File: src/rtl/dmem_access_arbiter.sv
// dmem_access_arbiter
//   Shares the single Data_Memory port between two requesters:
//   m0 is the core load/store stage and m1 is the debug/loader port.
//   The winner's request is latched and driven onto the memory port as registered
//   strobes. Read data, which the memory returns one cycle later, is routed back
//   to the winner. Addresses at or above DEPTH are rejected: no strobe is issued,
//   and an err pulse is returned instead.
//
//   Build option: define DMEM_ARB_RR_EN for round-robin arbitration on contention.
//   When it is left undefined, m0 has fixed priority.
//
// Ports
//   clk, reset            rising-edge clock, synchronous active-high reset
//   mX_req/we/addr/wdata  requester X (0,1); fields held until mX_gnt
//   mX_gnt                1-cycle pulse when the request is issued
//   mX_rvalid/mX_rdata    1-cycle read response; rdata is 0 when rvalid is low
//   mX_err                1-cycle pulse on an out-of-range access
//   mem_addr/wdata        registered address/data to Data_Memory (hold last issue)
//   mem_write/mem_read    registered 1-cycle strobes to Data_Memory
//   mem_rdata             Data_Memory read data (1-cycle latency)
//
// state  | meaning
// -------+------------------------------------------------------------
// IDLE   | arbitrate; latch the winner's fields on any request
// ISSUE  | gnt pulse, memory strobe (in range), write error reported here
// RESP   | read only: rvalid with memory data, or rdata=0 + err if out of range
module dmem_access_arbiter #(
    parameter int ADDR_W = 32,
    parameter int DATA_W = 32,
    parameter int DEPTH  = 2048
) (
    input  logic              clk,
    input  logic              reset,
    input  logic              m0_req,
    input  logic              m0_we,
    input  logic [ADDR_W-1:0] m0_addr,
    input  logic [DATA_W-1:0] m0_wdata,
    output logic              m0_gnt,
    output logic              m0_rvalid,
    output logic [DATA_W-1:0] m0_rdata,
    output logic              m0_err,
    input  logic              m1_req,
    input  logic              m1_we,
    input  logic [ADDR_W-1:0] m1_addr,
    input  logic [DATA_W-1:0] m1_wdata,
    output logic              m1_gnt,
    output logic              m1_rvalid,
    output logic [DATA_W-1:0] m1_rdata,
    output logic              m1_err,
    output logic [ADDR_W-1:0] mem_addr,
    output logic [DATA_W-1:0] mem_wdata,
    output logic              mem_write,
    output logic              mem_read,
    input  logic [DATA_W-1:0] mem_rdata
);

    typedef enum logic [1:0] {
        S_IDLE  = 2'd0,
        S_ISSUE = 2'd1,
        S_RESP  = 2'd2
    } state_t;

    // One extra bit so that a DEPTH of 2**ADDR_W does not wrap to zero.
    localparam logic [ADDR_W:0] DEPTH_EXT = (ADDR_W+1)'(DEPTH);

    state_t              state_q, state_d;
    logic                winner_q, winner_d;   // 0 = m0, 1 = m1
    logic                we_q, we_d;
    logic                oor_q, oor_d;
    logic                gnt0_q, gnt0_d, gnt1_q, gnt1_d;
    logic                rvalid0_q, rvalid0_d, rvalid1_q, rvalid1_d;
    logic                err0_q, err0_d, err1_q, err1_d;
    logic [ADDR_W-1:0]   mem_addr_q, mem_addr_d;
    logic [DATA_W-1:0]   mem_wdata_q, mem_wdata_d;
    logic                mem_write_q, mem_write_d;
    logic                mem_read_q, mem_read_d;
`ifdef DMEM_ARB_RR_EN
    logic                last_winner_q, last_winner_d;
`endif

    logic                pick_m1;
    logic                sel_we;
    logic [ADDR_W-1:0]   sel_addr;
    logic [DATA_W-1:0]   sel_wdata;
    logic                sel_oor;

    always_comb begin
`ifdef DMEM_ARB_RR_EN
        if (m0_req && m1_req) begin
            pick_m1 = !last_winner_q;
        end else begin
            pick_m1 = !m0_req;
        end
`else
        pick_m1 = !m0_req;
`endif
        sel_we    = pick_m1 ? m1_we    : m0_we;
        sel_addr  = pick_m1 ? m1_addr  : m0_addr;
        sel_wdata = pick_m1 ? m1_wdata : m0_wdata;
        sel_oor   = ({1'b0, sel_addr} >= DEPTH_EXT);
    end

    always_comb begin
        state_d     = state_q;
        winner_d    = winner_q;
        we_d        = we_q;
        oor_d       = oor_q;
        mem_addr_d  = mem_addr_q;
        mem_wdata_d = mem_wdata_q;
        gnt0_d      = 1'b0;
        gnt1_d      = 1'b0;
        rvalid0_d   = 1'b0;
        rvalid1_d   = 1'b0;
        err0_d      = 1'b0;
        err1_d      = 1'b0;
        mem_write_d = 1'b0;
        mem_read_d  = 1'b0;
`ifdef DMEM_ARB_RR_EN
        last_winner_d = last_winner_q;
`endif

        case (state_q)
            S_IDLE: begin
                if (m0_req || m1_req) begin
                    state_d     = S_ISSUE;
                    winner_d    = pick_m1;
                    we_d        = sel_we;
                    oor_d       = sel_oor;
                    mem_addr_d  = sel_addr;
                    mem_wdata_d = sel_wdata;
                    mem_write_d = sel_we && !sel_oor;
                    mem_read_d  = !sel_we && !sel_oor;
                    gnt0_d      = !pick_m1;
                    gnt1_d      = pick_m1;
                    // An out-of-range write has no response phase, so its error
                    // is reported alongside the grant.
                    err0_d      = sel_we && sel_oor && !pick_m1;
                    err1_d      = sel_we && sel_oor && pick_m1;
`ifdef DMEM_ARB_RR_EN
                    last_winner_d = pick_m1;
`endif
                end
            end
            S_ISSUE: begin
                if (we_q) begin
                    state_d = S_IDLE;
                end else begin
                    state_d   = S_RESP;
                    rvalid0_d = !winner_q;
                    rvalid1_d = winner_q;
                    err0_d    = oor_q && !winner_q;
                    err1_d    = oor_q && winner_q;
                end
            end
            S_RESP: begin
                state_d = S_IDLE;
            end
            default: begin
                state_d = S_IDLE;
            end
        endcase
    end

    always_ff @(posedge clk) begin
        if (reset) begin
            state_q     <= S_IDLE;
            winner_q    <= 1'b0;
            we_q        <= 1'b0;
            oor_q       <= 1'b0;
            gnt0_q      <= 1'b0;
            gnt1_q      <= 1'b0;
            rvalid0_q   <= 1'b0;
            rvalid1_q   <= 1'b0;
            err0_q      <= 1'b0;
            err1_q      <= 1'b0;
            mem_addr_q  <= '0;
            mem_wdata_q <= '0;
            mem_write_q <= 1'b0;
            mem_read_q  <= 1'b0;
`ifdef DMEM_ARB_RR_EN
            last_winner_q <= 1'b1;
`endif
        end else begin
            state_q     <= state_d;
            winner_q    <= winner_d;
            we_q        <= we_d;
            oor_q       <= oor_d;
            gnt0_q      <= gnt0_d;
            gnt1_q      <= gnt1_d;
            rvalid0_q   <= rvalid0_d;
            rvalid1_q   <= rvalid1_d;
            err0_q      <= err0_d;
            err1_q      <= err1_d;
            mem_addr_q  <= mem_addr_d;
            mem_wdata_q <= mem_wdata_d;
            mem_write_q <= mem_write_d;
            mem_read_q  <= mem_read_d;
`ifdef DMEM_ARB_RR_EN
            last_winner_q <= last_winner_d;
`endif
        end
    end

    // Pulses are masked while reset is high. Without the mask, a read that is in
    // flight when reset arrives would still show rvalid in that same cycle.
    assign m0_gnt    = gnt0_q    && !reset;
    assign m1_gnt    = gnt1_q    && !reset;
    assign m0_rvalid = rvalid0_q && !reset;
    assign m1_rvalid = rvalid1_q && !reset;
    assign m0_err    = err0_q    && !reset;
    assign m1_err    = err1_q    && !reset;
    assign mem_write = mem_write_q && !reset;
    assign mem_read  = mem_read_q  && !reset;

    // Out-of-range reads never strobed the memory, so its data bus is not passed on.
    assign m0_rdata  = (m0_rvalid && !oor_q) ? mem_rdata : '0;
    assign m1_rdata  = (m1_rvalid && !oor_q) ? mem_rdata : '0;

    assign mem_addr  = mem_addr_q;
    assign mem_wdata = mem_wdata_q;

endmodule

File: config.mk
export PLATFORM = sky130hd
export DESIGN_NAME = dmem_access_arbiter
export DESIGN_NICKNAME = d
export VERILOG_FILES = /design/src/rtl/dmem_access_arbiter.sv
export SDC_FILE = /design/constraint.sdc
export NUM_CORES = 1
export LEC_CHECK = 0
export ABC_AREA = 1
export BUFFER_PORTS_ARGS = -buffer_cell sky130_fd_sc_hd__buf_2
export CORE_AREA = 2 2 117 119
export CTS_BUF_LIST = sky130_fd_sc_hd__clkbuf_8
export DETAILED_ROUTE_END_ITERATION = 16
export DIE_AREA = 0 0 119 121
export GPL_ROUTABILITY_DRIVEN = 0
export HOLD_SLACK_MARGIN = 0.1
export PLACE_DENSITY = 0.65
export SKIP_LAST_GASP = 1
export SYNTH_ARGS = -nofsm -noshare
export SYNTH_HDL_FRONTEND = slang
export SYNTH_SLANG_ARGS = --single-unit
File: constraint.sdc
create_clock -name clk -period 1.4 [get_ports clk]
set_input_delay 0.28 -clock clk [delete_from_list [all_inputs] [get_ports clk]]
set_output_delay 0.28 -clock clk [all_outputs]
set_load 0.005 [all_outputs]
; ---- Yosys cells after proc, flatten, opt, wreduce, memory -nomap -nowiden
; Index checks and enable logic that the tools add are counted.
[totals]
register_bits = 77
inputBits = 166
output_inout_bits = 136
word_cells = 62
[classes]
magnitude_cmp = 1
eq_ne = 2
n_mux = 14
n_bitwise = 3
reduce_logical = 28
[op_table]
columns = operator, n
row1 = two-way mux 32 bit, 4
row2 = >= comparator 32 x 12 -> 1 bit (second input constant), 1
row3 = logical AND 1 bit, 17
row4 = logical NOT 1 bit, 6
row5 = OR reduction 3 bit, 2
row6 = two-way mux 1 bit, 5
row7 = two-way mux 2 bit, 2
row8 = case mux 1 bit (2 select lines), 2
row9 = case mux 2 bit (2 select lines), 1
row10 = inverter 1 bit, 3
row11 = == test 2 x 1 -> 1 bit (second input constant), 1
row12 = logical NOT 2 bit, 1
row13 = inequality test 2 bit (second input constant), 1
row14 = AND reduction 2 bit, 1
row15 = logical OR 1 bit, 1

; ---- Depth between registers and ports, before layout
[logic_depth]
word_depth = 6
ltp_mapped = 11
ltp_nobuf = 9

; ---- Worst setup path after synthesis
; Ideal clock, no wire load.
[synth_timing]
path_type = input-to-output
startpoint = input port reset
endpoint = output port m0_rdata[10]
arrival_ns = 1.034
t_required_ns = 1.120
path_slack_ns = 0.086
stages = 5
n_path_buf = 2
path_cell_list = buf_2 > nor2_1 > nand2_1 > clkbuf_1 > nor2_1
[synth_between]
elab_chain_cells = 4
[synth_lines]
columns = element, line_no
row1 = from (decl), 33  ; input logic reset,
row2 = logical NOT 1 bit, 208  ; assign m0_rvalid = rvalid0_q && !reset;
row3 = logical AND 1 bit, 208
row4 = net m0_rvalid, 39  ; output logic m0_rvalid,
row5 = logical AND 1 bit, 216  ; assign m0_rdata = (m0_rvalid && !oor_q) ? mem_rdata : '0;
row6 = two-way mux 32 bit, 216
row7 = to (decl), 40  ; output logic [DATA_W-1:0] m0_rdata,
; The timed path passes the listed nets, and every way through them passes these cells.

; ---- Worst setup path after layout
[layout_timing]
startpoint = register rvalid1_q
endpoint = output port m1_rdata[11]
[layout_between]
elab_chain_cells = 3
[layout_lines]
columns = element, line_no
row1 = from (decl), 71  ; logic rvalid0_q, rvalid0_d, rvalid1_q, rvalid1_d;
row2 = from (signal assigned), 191  ; rvalid1_q <= rvalid1_d;
row3 = logical AND 1 bit, 209  ; assign m1_rvalid = rvalid1_q && !reset;
row4 = logical AND 1 bit, 217  ; assign m1_rdata = (m1_rvalid && !oor_q) ? mem_rdata : '0;
row5 = two-way mux 32 bit, 217
row6 = to (decl), 48  ; output logic [DATA_W-1:0] m1_rdata,
; No other way between the ends.

==> flow_summary.toml <==
[run_status]
outcome = "finished, violations left"
failed_checks = "setup timing"

[synthesis]
synth_fp_nets = 705
synth_cell_types = 21
ys_warn_count = 0
synthesis.instances = 539
syn_area_mm2 = 0.00352
synthFlopType = "dfxtp_1"
synth_edf_count = 0
async_flop_share_pct = 0
avgSynthCellArea_um2 = 6.53
ys_seq_elements = 77
seq_area_frac_synth_pct = 43.8

[timing]
fin_setup_tns_ns = -11.26
max-slew-margin-rel_pct = 81.5
finalSetupViolCount = 103
post-route-min-period_ns = 1.60
min_period_over_period_pct = 114
setup_slack_ns = -0.202
fin_worst_skew_ns = 0.00802
max_freq_mhz = 624
worst_slew_pin_slew_ns = 0.275
hold_violations = 0
rsz0062_at_grt = "true"
slew_violations = 0

[floorplanning]
die_area_mm2 = 0.0144
initial_utilization_pct = 26.9
io_pins = 302
row_count = 42
die_h_um = 121
core_area_mm2 = 0.0131
die_w_um = 119

[clock_network]
clkLatencyLatePin_ns = 0.34
hold_buffers = 0
numCtsBuffers = 9
clockRootBuffer = "clkbuf_8"
cts_buffer_depth = 2
cts_tree = "done"
clock-sinks = 77
h-tree-depth = 3
clk_pin_slew_ns = 0.08

[global_route]
track_usage_pct = 16.6
grt_pass1_vias = 4139
grt_remaining_overflow = 0
grt_pass1_wl_um = 19200
grt_max_degree = 39
antenna_found_initial = 0

[setup_path]
cp-start-kind = "register"
cp-end-kind = "output pin"
cp.arrival_ns = 1.32
cp_data_required_time_ns = 1.12
path_max_fanout = 8
r2r_cells = 8
critical_path_class = "register to output pin"

[pwr]
p_clk_share_pct = 36.1
switching_share_pct = 26.2
switchingPower_w = 0.00149
internal-power_w = 0.00420
seq_power_share_pct = 43.8
cellPowerDensity_mw_per_mm2 = 962
power.leakage_nw = 3.47
power_frac_comb_pct = 20.1
ir_drop_v = 0.000580

[route]
drt-total-wl_um = 13000
drc_errors = 0
ant_nets = 0
avgViaCountPerCell = 4.27
firstDrtPassIters = 4
drtIter0Drc = 140
routedWlPerCell_um = 12.4
num_vias = 4473

[worst_hold_path]
hold_path_depth = 3
holdCritPathClass = "input port to register"

[place]
pre_cts_ws_ns = -0.210
portBuffers = 301
place_area_mm2 = 0.00546
hpwl_um = 10200

[cells_and_area]
nFillCells = 1350
final_area_mm2 = 0.00592
drive_above_1_share_pct = 45.9
area_growth_pct = 68.0
layout_common_cells = "300 x buf_2, 201 x nand2_1, 76 x dfxtp_1"
mostFrequentLayoutCell = "buf_2"
n_antenna_cell = 0
finalNetCount = 1033

[job]
cap_violations = 0
synthesized netlist by cell type, types with 3 or more instances:
| cell type | n | area (µm²) |
|---|---|---|
| buf_6 | 4 | 45.0 |
| inv_2 | 5 | 18.8 |
| clkbuf_1 | 6 | 22.5 |
| a22o_1 | 16 | 140 |
| o21ai_1 | 3 | 15.0 |
| inv_1 | 53 | 199 |
| nand2_1 | 203 | 762 |
| o21ai_0 | 8 | 40.0 |
| dfxtp_1 | 77 | 1540 |
| nand3_1 | 45 | 225 |
| buf_2 | 17 | 85.1 |
| nor2_1 | 88 | 330 |
routing by layer:
| layer | up-vias | global-route usage [%] | share of wire, % |
|---|---|---|---|
| met5 | - | 0 | 0 |
| met4 | 0 | 5.73 | 2.3 |
| met3 | 20 | 4.28 | 7.6 |
| met2 | 200 | 30.8 | 52 |
| met1 | 1953 | 18.3 | 39 |
| li1 | 2300 | - | - |
worst max-delay path, stage by stage (launching register included):
cell and delay, ns:
dfxtp_2 0.33, inv_2 0.04, nor2_4 0.13, nand2_4 0.11, clkbuf_16 0.19, nor2_1 0.08, buf_2 0.12
through the flow:
stage / total power [W] / hold slack [ns] / cells / util [%]
after floorplan: 0.00300 / 0.393 / 539 / -
after global placement: 0.00365 / 0.428 / 1027 / 41.7
after detailed placement: 0.00366 / 0.427 / 1027 / 41.7
after CTS: 0.00574 / 0.106 / 1046 / 44.0
after global routing: 0.00598 / 0.117 / 1048 / 45.2
final: 0.00569 / 0.129 / 1048 / 45.2
sequential cells by signal, summed over array words and instances (netlist names):
name,cells
state_q,2
rvalid0_q,1
mem_wdata,32
err1_q,1
err0_q,1
mem_read_q,1
mem_write_q,1
gnt0_q,1
we_q,1
rvalid1_q,1
winner_q,1
oor_q,1
mem_addr,32
gnt1_q,1
area by class of cell:
| type | count | area [µm²] | area share [%] |
|---|---|---|---|
| clock buffers | 10 | 138 | 2.33 |
| multi-input cells | 376 | 1710 | 28.9 |
| well taps | 176 | 220 | 3.72 |
| inverters | 58 | 220 | 3.72 |
| repair buffers | 345 | 1980 | 33.4 |
| clock inverters | 6 | 110 | 1.86 |
| flip-flops and latches | 77 | 1540 | 26.1 |
path summary, 6_finish.rpt:
check,startpoint,end,slack [ns]
worst max register to register,state_q[1]$_SDFFE_PP0P_,mem_addr[4]$_SDFFE_PP0P_,-0.09
worst min register to register,winner_q$_SDFFE_PP0P_,rvalid0_q$_SDFF_PP0_,0.44
worst min-delay path,m0_wdata[12],mem_wdata[12]$_SDFFE_PP0P_,0.13
worst max-delay path,rvalid1_q$_SDFF_PP0_,m1_rdata[11],-0.20
kinds of logic (layout without fill, tap and decap cells):
group | after synthesis | count (layout) | share of synthesized area (%)
AND/OR/NAND/NOR | 345 | 345 | 39.3
buffers and inverters | 86 | 419 | 10.7
AO/OA/AOI/OAI | 31 | 31 | 6.25
flip-flops | 77 | 77 | 43.8
power by group through the flow:
stage	registers [W]	logic (W)	clock network, W
6_report	0.00249	0.00115	0.00205
5_1_grt	0.00252	0.00127	0.00220
4_1_cts	0.00249	0.00114	0.00211
3_5_place_dp	0.00253	0.00113	0
3_3_place_gp	0.00254	0.00112	0
2_1_floorplan	0.00256	0.000439	0
what timing repair did:
item                       CTS  global route
pin swaps                    0             3
buffers inserted             3             2
setup endpoints to repair  103           116
gates resized for setup     10            36
gates cloned                 0             3
Power figures use the tool's default switching activity.
